### src/rtl/stack_game_pkg.sv
// Shared definitions for the stacking game: state encoding and default tuning constants
// used by the level sequencer, block-motion and overlay logic.
package stack_game_pkg;

  typedef enum logic [2:0] {
    IDLE  = 3'd0,
    PLAY  = 3'd1,
    PAUSE = 3'd2,
    OVER  = 3'd3,
    CLEAR = 3'd4
  } game_state_t;

  localparam int DEF_MAX_LEVEL        = 9;
  localparam int DEF_STACKS_PER_LEVEL = 8;
  localparam int DEF_PAUSE_FRAMES     = 60;
  localparam int DEF_HOLD_FRAMES      = 120;

  function automatic int max_int(input int a, input int b);
    return (a > b) ? a : b;
  endfunction

endpackage

### src/rtl/frame_down_counter.sv
// Loadable frame-tick down counter that saturates at zero; shared by the
// between-level pause and the game-over/clear start lockout.
module frame_down_counter #(
  parameter int W = 7
) (
  input  logic         clk,
  input  logic         reset_n,
  input  logic         load,
  input  logic [W-1:0] load_val,
  input  logic         dec,
  output logic [W-1:0] count,
  output logic         zero
);

  logic [W-1:0] count_q;
  logic [W-1:0] count_d;

  always_comb begin
    count_d = count_q;
    if (load) begin
      count_d = load_val;
    end else if (dec && (count_q != '0)) begin
      count_d = count_q - W'(1);
    end
  end

  always_ff @(posedge clk) begin
    if (!reset_n) begin
      count_q <= '0;
    end else begin
      count_q <= count_d;
    end
  end

  assign count = count_q;
  assign zero  = (count_q == '0);

endmodule

### src/rtl/level_seq_ctrl.sv
// Game-flow sequencer: counts placements, advances levels with a timed pause,
// and drives the overlay level digit / status flags plus the gameplay enable.
module level_seq_ctrl
  import stack_game_pkg::*;
#(
  parameter int MAX_LEVEL        = DEF_MAX_LEVEL,
  parameter int STACKS_PER_LEVEL = DEF_STACKS_PER_LEVEL,
  parameter int PAUSE_FRAMES     = DEF_PAUSE_FRAMES,
  parameter int HOLD_FRAMES      = DEF_HOLD_FRAMES
) (
  input  logic       clk,
  input  logic       reset_n,
  input  logic       tick,
  input  logic       start,
  input  logic       place_ok,
  input  logic       place_miss,
  output logic [3:0] leveldig,
  output logic [3:0] stack_cnt,
  output logic       play_en,
  output logic       game_over,
  output logic       game_clear,
  output logic       level_up
);

  localparam int CW = $clog2(max_int(PAUSE_FRAMES, HOLD_FRAMES) + 1);

  localparam logic [3:0]    LAST_STACK = 4'(STACKS_PER_LEVEL - 1);
  localparam logic [3:0]    FULL_STACK = 4'(STACKS_PER_LEVEL);
  localparam logic [3:0]    TOP_LEVEL  = 4'(MAX_LEVEL);
  localparam logic [CW-1:0] PAUSE_LD   = CW'(PAUSE_FRAMES);
  localparam logic [CW-1:0] HOLD_LD    = CW'(HOLD_FRAMES);

  game_state_t state_q, state_d;
  logic [3:0]  leveldig_q, leveldig_d;
  logic [3:0]  stack_cnt_q, stack_cnt_d;
  logic        play_en_q, play_en_d;
  logic        game_over_q, game_over_d;
  logic        game_clear_q, game_clear_d;
  logic        level_up_q, level_up_d;

  logic          cnt_load;
  logic [CW-1:0] cnt_load_val;
  logic          cnt_dec;
  logic [CW-1:0] cnt;
  logic          cnt_zero;

  frame_down_counter #(.W(CW)) u_frame_cnt (
    .clk      (clk),
    .reset_n  (reset_n),
    .load     (cnt_load),
    .load_val (cnt_load_val),
    .dec      (cnt_dec),
    .count    (cnt),
    .zero     (cnt_zero)
  );

  always_ff @(posedge clk) begin
    if (!reset_n) begin
      state_q      <= IDLE;
      leveldig_q   <= 4'd1;
      stack_cnt_q  <= 4'd0;
      play_en_q    <= 1'b0;
      game_over_q  <= 1'b0;
      game_clear_q <= 1'b0;
      level_up_q   <= 1'b0;
    end else begin
      state_q      <= state_d;
      leveldig_q   <= leveldig_d;
      stack_cnt_q  <= stack_cnt_d;
      play_en_q    <= play_en_d;
      game_over_q  <= game_over_d;
      game_clear_q <= game_clear_d;
      level_up_q   <= level_up_d;
    end
  end

  // A miss always wins over a simultaneous successful placement.
  always_comb begin
    state_d      = state_q;
    cnt_load     = 1'b0;
    cnt_load_val = '0;
    cnt_dec      = 1'b0;
    case (state_q)
      IDLE: begin
        if (start) state_d = PLAY;
      end
      PLAY: begin
        if (place_miss) begin
          state_d      = OVER;
          cnt_load     = 1'b1;
          cnt_load_val = HOLD_LD;
        end else if (place_ok && (stack_cnt_q == LAST_STACK)) begin
          cnt_load = 1'b1;
          if (leveldig_q == TOP_LEVEL) begin
            state_d      = CLEAR;
            cnt_load_val = HOLD_LD;
          end else begin
            state_d      = PAUSE;
            cnt_load_val = PAUSE_LD;
          end
        end
      end
      PAUSE: begin
        cnt_dec = tick;
        if (tick && (cnt == CW'(1))) state_d = PLAY;
      end
      OVER, CLEAR: begin
        cnt_dec = tick;
        if (start && cnt_zero) state_d = PLAY;
      end
      default: state_d = IDLE;
    endcase
  end

  always_comb begin
    leveldig_d   = leveldig_q;
    stack_cnt_d  = stack_cnt_q;
    level_up_d   = 1'b0;
    play_en_d    = (state_d == PLAY);
    game_over_d  = (state_d == OVER);
    game_clear_d = (state_d == CLEAR);
    if ((state_d == PLAY) && (state_q != PLAY) && (state_q != PAUSE)) begin
      leveldig_d  = 4'd1;
      stack_cnt_d = 4'd0;
    end else if ((state_q == PLAY) && place_ok && !place_miss) begin
      if (stack_cnt_q != LAST_STACK) begin
        stack_cnt_d = stack_cnt_q + 4'd1;
      end else if (state_d == CLEAR) begin
        stack_cnt_d = FULL_STACK;
      end else begin
        leveldig_d  = leveldig_q + 4'd1;
        stack_cnt_d = 4'd0;
        level_up_d  = 1'b1;
      end
    end
  end

  assign leveldig   = leveldig_q;
  assign stack_cnt  = stack_cnt_q;
  assign play_en    = play_en_q;
  assign game_over  = game_over_q;
  assign game_clear = game_clear_q;
  assign level_up   = level_up_q;

endmodule

### config.mk
export PLATFORM = sky130hd
export DESIGN_NAME = level_seq_ctrl
export DESIGN_NICKNAME = d
export VERILOG_FILES = /design/src/rtl/stack_game_pkg.sv /design/src/rtl/frame_down_counter.sv /design/src/rtl/level_seq_ctrl.sv
export SDC_FILE = /design/constraint.sdc
export NUM_CORES = 1
export LEC_CHECK = 0
export BUFFER_PORTS_ARGS = -buffer_cell sky130_fd_sc_hd__buf_2
export CORE_MARGIN = 1
export CORE_UTILIZATION = 50
export CTS_CLUSTER_DIAMETER = 60
export DETAILED_ROUTE_END_ITERATION = 8
export GPL_ROUTABILITY_DRIVEN = 1
export PLACE_DENSITY = 0.71
export SYNTH_ARGS = -nofsm -noshare
export SYNTH_HDL_FRONTEND = slang
export SYNTH_SLANG_ARGS = --single-unit
### constraint.sdc
create_clock -name clk -period 2.6 [get_ports clk]
set_clock_uncertainty 0.15 [all_clocks]
set_input_delay 0 -clock clk [delete_from_list [all_inputs] [get_ports clk]]
set_output_delay 0 -clock clk [all_outputs]
set_load 0.02 [all_outputs]
==> flow_metrics.py <==
metrics = {
    "outcome": {
        "status": "finished, final reports clean",
    },
    "worst_setup_path": {
        "r2r_cells": 6,
        "cp_data_arrival_time_ps": 2220,
        "critPathMaxFanout": 9,
        "end_kind": "flip-flop",
        "rrSetupSlack_ps": 480,
        "critPathLaunch": "stack_cnt[0]",
        "critical_path_class": "reg -> reg",
        "endpoint": "level_up",
        "required_ps": 2700,
        "worst_setup_path_start_kind": "flip-flop",
        "reg2reg_from": "stack_cnt[0]",
        "rr_endpoint": "level_up",
    },
    "worst_hold_path": {
        "hp-start": "place_ok",
        "hp-class": "in -> reg",
    },
    "floorplan": {
        "die-area_um2": 2640,
        "die_w_um": 51.4,
        "initial_utilization": 0.541,
        "io_pins": 18,
        "core_um2": 2250,
        "core.rowCount": 17,
        "die_height_um": 51.4,
    },
    "synth": {
        "avgSynthCellArea_um2": 8.83,
        "synth_seq_cells": 22,
        "yosysTopAreaCell": "dfxtp_1",
        "synthCells": 138,
        "yosysSeqAreaShare": 0.361,
        "synthTopCellsByArea": "dfxtp_1 36%, ha_1 6.2%, nor2_1 4.9%",
        "synth_warnings": 0,
        "ys_types": 43,
        "syn-num-nets": 150,
        "syn_area_um2": 1220,
        "synth.top_cell.area_share": 0.361,
    },
    "cells_and_area": {
        "drive_above_1_share": 0.181,
        "final_nets": 173,
        "syn_to_final_growth_pct": 14.2,
        "antenna_cells": 0,
    },
    "placed_design": {
        "portBuffers": 17,
        "place_hpwl_um": 1800,
        "finalWeightedCongestion": 0.781,
    },
    "route": {
        "drc": 0,
        "wl_um": 2450,
        "wl_per_cell_um": 13.0,
        "ant_nets": 0,
        "drtIter0Drc": 16,
        "drt_first_pass_iters": 4,
        "via_count": 1068,
        "viasPerCell": 5.68,
    },
    "grt": {
        "globalRouteMet3Util": 0.0327,
        "grt_max_degree": 13,
        "gr-usage-met1": 0.289,
        "grt.total_usage": 0.224,
        "grt_antenna_before_repair": 0,
        "overflow": 0,
        "grt_first_pass_wirelength_um": 4450,
        "grt_use_met2": 0.364,
        "top_usage_layer": "met2",
        "grt_pass1_vias": 1002,
    },
    "cts": {
        "cts_buffer_depth": 2,
        "cts_root_buffer": "clkbuf_4",
        "cts-resized-gates": 0,
        "clk_pin_slew_ps": 120,
        "cts_setup_buffers": 0,
        "cts.sinks": 22,
        "clock_latency_ps": 310,
        "htreeDepth": 1,
        "cts_hold_buf": 2,
        "cts_tree": "built",
        "numCtsBuffers": 3,
    },
    "power_and_ir_drop": {
        "p_per_area_nw_per_um2": 500,
        "leakagePower_nw": 0.544,
        "power_mw": 0.696,
        "peakVddDrop_mv": 0.378,
    },
    "flow_run": {
        "max_cap_viol_count": 0,
    },
    "sta": {
        "slew_headroom": 0.664,
        "setup_viol": 0,
        "tns_ps": 0,
        "drv_slew": 0,
        "rsz0062_at_grt": "false",
        "tightestPinTransition_ps": 502,
        "final_hold_viol_count": 0,
        "timing.final.crit_share": 0.815,
        "fmax_mhz": 472,
        "period_minus_slack_ps": 2120,
    },
}
[layout make-up]
type | instances | area [um^2]
Fill cell | 212 | 863
Inverter | 8 | 30.0
Timing Repair Buffer | 19 | 105
Tap cell | 28 | 35.0
Sequential cell | 22 | 440
Clock buffer | 4 | 36.3
Multi-Input combinational cell | 107 | 744
[sequential cells by signal (all words and copies together) (netlist names)]
signal / cells
u_frame_cnt.count: 7
leveldig: 4
stack_cnt: 4
state_q: 3
game_clear: 1
game_over: 1
level_up: 1
play_en: 1
[through the flow]
| step | setup slack, ps | util | area, um^2 | hold WS (ps) | std cells |
|---|---|---|---|---|---|
| 2_1_floorplan | 571 | - | 1220 | -11.6 | 138 |
| 3_3_place_gp | 618 | 0.592 | 1340 | 191 | 182 |
| 3_5_place_dp | 534 | 0.592 | 1340 | 189 | 182 |
| 4_1_cts | 456 | 0.617 | 1390 | 43.8 | 188 |
| 5_1_grt | 311 | 0.617 | 1390 | 96.5 | 188 |
| 6_report | 481 | 0.617 | 1390 | 50.5 | 188 |
[per-layer routing]
metal  share of wire  vias up
li1                -      541
met1            0.48      498
met2            0.47       22
met3           0.033        7
met4           0.020        0
met5               0        -
[synthesized netlist by cell type]
library cell,n
a2111oi_0,1
a211o_1,1
a211oi_1,2
a21boi_0,4
a21oi_1,7
a31oi_1,3
a32o_1,1
a41oi_1,1
and3b_1,2
and4b_1,1
clkbuf_1,1
dfxtp_1,22
ha_1,6
inv_1,8
mux2i_1,2
nand2_1,9
nand2b_1,1
nand3_1,4
nand3b_1,2
nand4_1,1
nand4b_1,2
nor2_1,16
nor2b_1,6
nor3_1,4
nor3_2,1
nor3b_1,2
nor3b_2,2
nor4_1,1
nor4b_4,1
o211ai_1,2
o21a_1,1
o21ai_0,4
o21ai_1,1
o21ai_2,1
o21ai_4,1
o22ai_1,1
o2bb2ai_1,1
o31a_1,1
or2_1,1
or2_2,1
or4_4,1
xnor2_1,6
xor2_1,2
[worst min-delay path by stage]
stage / end / slack [ps] / cells past startpoint
final: stack_cnt[3] / 50 / 4
after global routing: stack_cnt[3] / 100 / 4
after CTS: stack_cnt[3] / 40 / 4
after detailed placement: u_frame_cnt.count[2] / 190 / 3
after global placement: u_frame_cnt.count[2] / 190 / 3
after floorplan: u_frame_cnt.count[2] / -10 / 2
[cell families after synthesis]
logic type | after synthesis | synth area share
AND/OR/NAND/NOR | 58 | 0.285
flip-flops | 22 | 0.361
AO/OA/AOI/OAI | 33 | 0.190
adder cells (fa/ha/maj) | 6 | 0.0616
buffers and inverters | 9 | 0.0277
XOR/XNOR | 8 | 0.0575
multiplexers | 2 | 0.0164
[layout by cell type (no fill, tap or decap), types with 3 or more instances in the layout]
cell       n
nor3_1     4
a31oi_1    3
a21oi_1    7
nor2b_1    6
dfxtp_1   22
nand3_1    4
inv_1      8
xnor2_1    6
o21ai_0    4
a21boi_0   4
clkbuf_4   3
nand2_1    9
ha_1       6
nor2_1    16
buf_2     17
[worst max-delay path, stage by stage (launching register included)]
cell and delay, ps:
dfxtp_1 440, ha_1 240, nand4b_1 200, a2111oi_0 460
o31a_1 260, o21ai_4 110, nor3_1 190
[power by group]
| part | leakage (nW) | internal [mW] | switching, mW |
|---|---|---|---|
| clock | 0.0210 | 0.0856 | 0.108 |
| sequential | 0.179 | 0.352 | 0.0154 |
| combinational | 0.344 | 0.0564 | 0.0795 |
| total | 0.544 | 0.493 | 0.203 |
Power figures use the tool's default switching activity.
